==> src/rtl/pc_pkg.sv <==
// Shared fetch-stage definitions: redirect encodings and the default address width.
package pc_pkg;

    localparam int ASIZE_DEFAULT = 16;

    typedef enum logic [1:0] {
        REDIR_JUMP = 2'b00,
        REDIR_CALL = 2'b01,
        REDIR_RET  = 2'b10,
        REDIR_RSVD = 2'b11
    } redir_type_e;

endpackage

==> src/rtl/pc_ras_stack.sv <==
// Circular return-address stack: pushes wrap over the oldest entry, count saturates at RAS_DEPTH.
module pc_ras_stack #(
    parameter int ASIZE     = 16,
    parameter int RAS_DEPTH = 4
) (
    input  logic                       clk,
    input  logic                       rst,
    input  logic                       push_i,
    input  logic                       pop_i,
    input  logic [ASIZE-1:0]           push_data_i,
    output logic [ASIZE-1:0]           top_data_o,
    output logic [$clog2(RAS_DEPTH):0] count_o,
    output logic                       overflow_o,
    output logic                       underflow_o
);

    localparam int PW = $clog2(RAS_DEPTH);
    localparam int CW = PW + 1;

    logic [ASIZE-1:0] mem_q [RAS_DEPTH];
    logic [PW-1:0]    ptr_q, ptr_d, top_ptr;
    logic [CW-1:0]    count_q, count_d;
    logic             full;

    // ptr_q is the next free slot; when full it points at the oldest entry, so a push overwrites it.
    assign top_ptr    = ptr_q - PW'(1);
    assign top_data_o = mem_q[top_ptr];
    assign count_o    = count_q;
    assign full       = (count_q == CW'(RAS_DEPTH));

    always_comb begin
        ptr_d       = ptr_q;
        count_d     = count_q;
        overflow_o  = 1'b0;
        underflow_o = 1'b0;
        if (push_i) begin
            ptr_d = ptr_q + PW'(1);
            if (full) overflow_o = 1'b1;
            else      count_d    = count_q + CW'(1);
        end else if (pop_i) begin
            if (count_q == '0) begin
                underflow_o = 1'b1;
            end else begin
                ptr_d   = top_ptr;
                count_d = count_q - CW'(1);
            end
        end
    end

    always_ff @(posedge clk or posedge rst) begin
        if (rst) begin
            ptr_q   <= '0;
            count_q <= '0;
        end else begin
            ptr_q   <= ptr_d;
            count_q <= count_d;
        end
    end

    always_ff @(posedge clk) begin
        if (push_i) mem_q[ptr_q] <= push_data_i;
    end

endmodule

==> src/rtl/pc_sequencer.sv <==
// Fetch-stage program-counter sequencer with step, stall and redirect sources.
// Optional return-address stack enabled by defining PC_RAS_EN.
module pc_sequencer
    import pc_pkg::*;
#(
    parameter int               ASIZE      = ASIZE_DEFAULT,
    parameter logic [ASIZE-1:0] RESET_ADDR = '0,
    parameter int               STEP       = 1,
    parameter int               RAS_DEPTH  = 4
) (
    input  logic             clk,
    input  logic             rst,
    input  logic             en,
    input  logic             redir_valid,
    input  logic [1:0]       redir_type,
    input  logic [ASIZE-1:0] redir_target,
    output logic [ASIZE-1:0] currPC,
    output logic             redir_taken,
    output logic             ras_empty,
    output logic             ras_full,
    output logic             ras_err
);

    localparam logic [ASIZE-1:0] STEP_V = ASIZE'(STEP);

    if (STEP < 1 || RAS_DEPTH < 2 || (RAS_DEPTH & (RAS_DEPTH - 1)) != 0) begin : g_bad_params
        $error("pc_sequencer: STEP must be >= 1 and RAS_DEPTH a power of two >= 2");
    end

    logic [ASIZE-1:0] pc_q, pc_d, pc_seq;
    logic             taken_q;

    assign pc_seq      = pc_q + STEP_V;
    assign currPC      = pc_q;
    assign redir_taken = taken_q;

`ifdef PC_RAS_EN
    logic                       push, pop, overflow, underflow, err_q;
    logic [ASIZE-1:0]           top_data;
    logic [$clog2(RAS_DEPTH):0] count;

    pc_ras_stack #(
        .ASIZE     (ASIZE),
        .RAS_DEPTH (RAS_DEPTH)
    ) u_ras (
        .clk         (clk),
        .rst         (rst),
        .push_i      (push),
        .pop_i       (pop),
        .push_data_i (pc_seq),
        .top_data_o  (top_data),
        .count_o     (count),
        .overflow_o  (overflow),
        .underflow_o (underflow)
    );

    assign ras_empty = (count == '0);
    assign ras_full  = (count == ($clog2(RAS_DEPTH)+1)'(RAS_DEPTH));
    assign ras_err   = err_q;

    always_ff @(posedge clk or posedge rst) begin
        if (rst) err_q <= 1'b0;
        else     err_q <= err_q | overflow | underflow;
    end
`else
    assign ras_empty = 1'b1;
    assign ras_full  = 1'b0;
    assign ras_err   = 1'b0;
`endif

    // Redirect is a single-cycle request with no ready: redir_valid is sampled on every
    // edge and always honoured, even with en low (it doubles as a flush).
    always_comb begin
        pc_d = pc_q;
`ifdef PC_RAS_EN
        push = 1'b0;
        pop  = 1'b0;
`endif
        if (redir_valid) begin
            case (redir_type_e'(redir_type))
                REDIR_CALL: begin
`ifdef PC_RAS_EN
                    push = 1'b1;
`endif
                    pc_d = redir_target;
                end
                REDIR_RET: begin
`ifdef PC_RAS_EN
                    pop  = 1'b1;
                    pc_d = ras_empty ? redir_target : top_data;
`else
                    pc_d = redir_target;
`endif
                end
                default: pc_d = redir_target;
            endcase
        end else if (en) begin
            pc_d = pc_seq;
        end
    end

    always_ff @(posedge clk or posedge rst) begin
        if (rst) begin
            pc_q    <= RESET_ADDR;
            taken_q <= 1'b0;
        end else begin
            pc_q    <= pc_d;
            taken_q <= redir_valid;
        end
    end

endmodule

==> config.mk <==
export PLATFORM = sky130hd
export DESIGN_NAME = pc_sequencer
export DESIGN_NICKNAME = d
export VERILOG_FILES = /design/src/rtl/pc_pkg.sv /design/src/rtl/pc_ras_stack.sv /design/src/rtl/pc_sequencer.sv
export SDC_FILE = /design/constraint.sdc
export NUM_CORES = 1
export LEC_CHECK = 0
export BUFFER_PORTS_ARGS = -buffer_cell sky130_fd_sc_hd__buf_4
export CAP_MARGIN = 20
export CORE_MARGIN = 1.5
export CORE_UTILIZATION = 46
export CTS_CLUSTER_DIAMETER = 80
export DETAILED_ROUTE_END_ITERATION = 8
export PLACE_DENSITY_LB_ADDON = 0.12
export SLEW_MARGIN = 20
export SYNTH_ARGS = -nofsm -noshare
export SYNTH_HDL_FRONTEND = slang
export SYNTH_SLANG_ARGS = --single-unit
==> constraint.sdc <==
create_clock -name clk -period 1.86 [get_ports clk]
set_input_delay 0.279 -clock clk [delete_from_list [all_inputs] [get_ports clk]]
set_output_delay 0.279 -clock clk [all_outputs]
set_load 0.03 [all_outputs]
==> results by group <==
Status
  – Status: finished, final reports clean

STA
  – Worst setup margin: approximately 0.25 ns
  – Clock skew: around 0.0031 ns
  – WHS: 0.0790 ns
  – Final TNS setup: 0 ns
  – Max Slew Vio Count: 0
  – Final Hold Vio Count: 0
  – Fmax: 622 MHz
  – Slew HR: a little under three fifths
  – RSZ-0062 raised after global routing: false
  – Slew @ Worst Pin: approximately 0.66 ns
  – Part of the cycle the worst path needs: 86.5%
  – Final setup vio count: 0
  – Min Tclk post-route: about 1.6 ns

Routing
  – Drt initial violations: 9
  – Wire length per cell: about 12 um
  – Antenna Nets Post-Route: 0
  – Pre-antenna DRT Iters: 4
  – DR vias: 834
  – # DRC: 0
  – Drt total wl: 1970 um
  – Post-DR vias/cell: about 5

Place
  – Placed cells: between 150 and 200
  – Place WS: 0.283 ns
  – GPL Wtd Cong: just under 0.8
  – DPL Wire Length: ~1500 um
  – Buffers on Ports: 36

Final layout
  – # diodes: 0
  – Nets: between 150 and 200
  – Fillers: about 190
  – Area Growth Syn to Fin: 30.4%
  – Register area: between 400 and 500 um^2
  – Share of layout cells above drive strength 1: a little under a third
  – Cell Count, Final, Fillers Out: roughly 170
  – Multi-input gate area: around 500 um^2

Critical path
  – Crit path kind: reg -> reg
  – Required time of the critical path: around 2.0 ns
  – Startpoint types: flip-flop
  – CP Max Fanout: 9
  – CP max-delay cell: dfrtp_1
  – Nature of the critical path endpoint: flip-flop
  – CP peak stage delay: 0.50 ns
  – Critical path arrival: ~1.8 ns
  – Cell Chain, Critical Path: nand4_4 > nor3_1 > mux2i_1 > nand3_1

Clock network
  – Worst-Skew Late Latency: ~0.28 ns
  – Num CTS Buffers: 3
  – Htree depth: 1
  – Hold_buf cts: 0
  – Clk slew on worst S/H paths: roughly 0.10 ns
  – CTS Sinks: 17
  – Resized cells post-CTS: 0
  – Root Driver: clkbuf_4
  – Clock buffer depth: 2
  – CTS tree: done
  – Post-CTS setup buffer count: 0

GRT
  – Initial antenna violation count: 0
  – First-pass GRT wire length: around 3500 um
  – Overall Global Routing Usage: approximately a fifth
  – Vias in the first global route: around 800
  – GRT overflow: 0
  – Largest net degree at the start of global routing: 35

Synthesis
  – Syn Inst Count: between 100 and 150
  – Yosys warns: 0
  – Synth Register Bits: 17
  – Avg Cell Area, Syn: 9.09 um^2
  – Post-Syn Area: ~1000 um^2
  – Count of cell types in the netlist: 23
  – Sequential share of the synthesized area: between 40% and 50%

Power and ir drop
  – Clock power frac: about a fifth
  – P_sw: approximately 0.00033 W
  – Internal power: 0.000605 W
  – Sw Share: a little over a third
  – Comb power frac: between 20% and 30%
  – Leakage power: 0.552 nW
  – Worst VDD drop: about 0.39 mV
  – Final Power: 0.000934 W
  – Power Density: 737 mW/mm^2
  – Part of the power in registers: just under 50%

Die
  – Die height: about 50 um
  – Initial Utilization: around half
  – Top-level port count: 42
  – Die Footprint: between 0.002 and 0.0025 mm^2
  – Core area: approximately 0.0020 mm^2
  – Die extent in x: 49.0 um
  – FP Rows: 16

Run
  – Max cap viols: 0

Min path
  – Hold/Removal Path Class: in -> async
-- per-stage QoR --
stage                     area (um^2)  util (%)
after floorplan                   976         -
after global placement           1240      62.6
after detailed placement         1240      62.6
after CTS                        1270      64.0
after global routing             1270      64.0
final                            1270      64.0
-- cell families (layout without fill, tap and decap cells) --
| kind of cell | after synthesis | after routing | synth area share, % |
|---|---|---|---|
| multiplexers | 4 | 4 | 4.25 |
| flip-flops | 17 | 17 | 43.8 |
| AND/OR/NAND/NOR | 44 | 44 | 25.0 |
| AO/OA/AOI/OAI | 15 | 15 | 7.72 |
| buffers and inverters | 11 | 44 | 5.53 |
| XOR/XNOR | 13 | 13 | 11.7 |
| other | 2 | 3 | 0.772 |
| adder cells (fa/ha/maj) | 1 | 1 | 1.29 |
-- final timing paths --
| kind | to | cells after the start | slack [ns] | from |
|---|---|---|---|---|
| hold reg to reg | currPC[14] | 2 | 0.61 | currPC[14] |
| max in group asynchronous | currPC[7] | 2 | 1.36 | rst |
| hold / removal | currPC[13] | 2 | 0.08 | rst |
| min in group clk | currPC[15] | 3 | 0.19 | redir_target[15] |
| setup / recovery | currPC[13] | 4 | 0.25 | currPC[3] |
| setup reg to reg | currPC[13] | 4 | 0.25 | currPC[3] |
-- state kept, by name, summed over array words and instances (netlist names) --
name         cells
currPC          16
redir_taken      1
-- per-layer routing --
metal | vias up | wire [um] | track usage (%)
met1 | 385 | 872 | 23.0
met5 | - | 0 | 0
met4 | 0 | 0 | 6.19
met2 | 21 | 1020 | 33.6
met3 | 0 | 82 | 3.07
li1 | 428 | - | -
-- area by class of cell --
cell class	count	area share (%)
multi-input combinational	80	39.2
sequential	17	33.6
timing repair buffer	36	21.3
tap	27	2.67
clock buffer	4	2.07
inverter	4	1.18
-- synthesized netlist by cell type --
cell      count  share of area, %
nand4_4       1               2.2
nand2_1      20               7.7
mux2_2        1               1.2
mux2i_1       3               3.1
nor3_1        4               2.1
dfrtp_1      17                44
buf_2         1              0.51
conb_1        2              0.77
nand3_1       5               2.6
nor4_2        3               3.9
o21ai_1       2               1.0
xor2_1        5               4.5
buf_4         3               2.3
xnor2_1       8               7.2
nor2_1        2              0.77
and3_1        1              0.64
nor2b_1       2               1.3
ha_1          1               1.3
clkbuf_1      3               1.2
inv_1         4               1.5
nand4_1       4               2.6
o21ai_0      13               6.7
nor4_1        2               1.3
-- layout by cell type, fill, tap and decap left out --
master / instances
o21ai_1: 2
mux2i_1: 3
clkbuf_1: 1
nor4_1: 2
and3_1: 1
nor4_2: 3
xnor2_1: 8
clkbuf_4: 3
nand4_4: 1
xor2_1: 5
nand3_1: 5
buf_4: 36
conb_1: 3
nand2_1: 20
mux2_2: 1
dfrtp_1: 17
nor2b_1: 2
nor3_1: 4
nand4_1: 4
o21ai_0: 13
ha_1: 1
inv_1: 4
nor2_1: 2
-- worst max-delay path, delay by kind of cell, from the launching register on --
| kind | cells | cell delay [ns] |
|---|---|---|
| mux | 1 | 0.25 |
| simple gates | 3 | 0.75 |
| flops | 1 | 0.50 |
-- power groups by stage --
stage / Sequential [W] / Clock (W) / Combinational, W
6_report: 0.000460 / 0.000197 / 0.000277
2_1_floorplan: 0.000533 / 0 / 0.000103
3_5_place_dp: 0.000467 / 0 / 0.000279
5_1_grt: 0.000468 / 0.000219 / 0.000301
3_3_place_gp: 0.000464 / 0 / 0.000275
4_1_cts: 0.000461 / 0.000206 / 0.000280
Power figures use the tool's default switching activity.
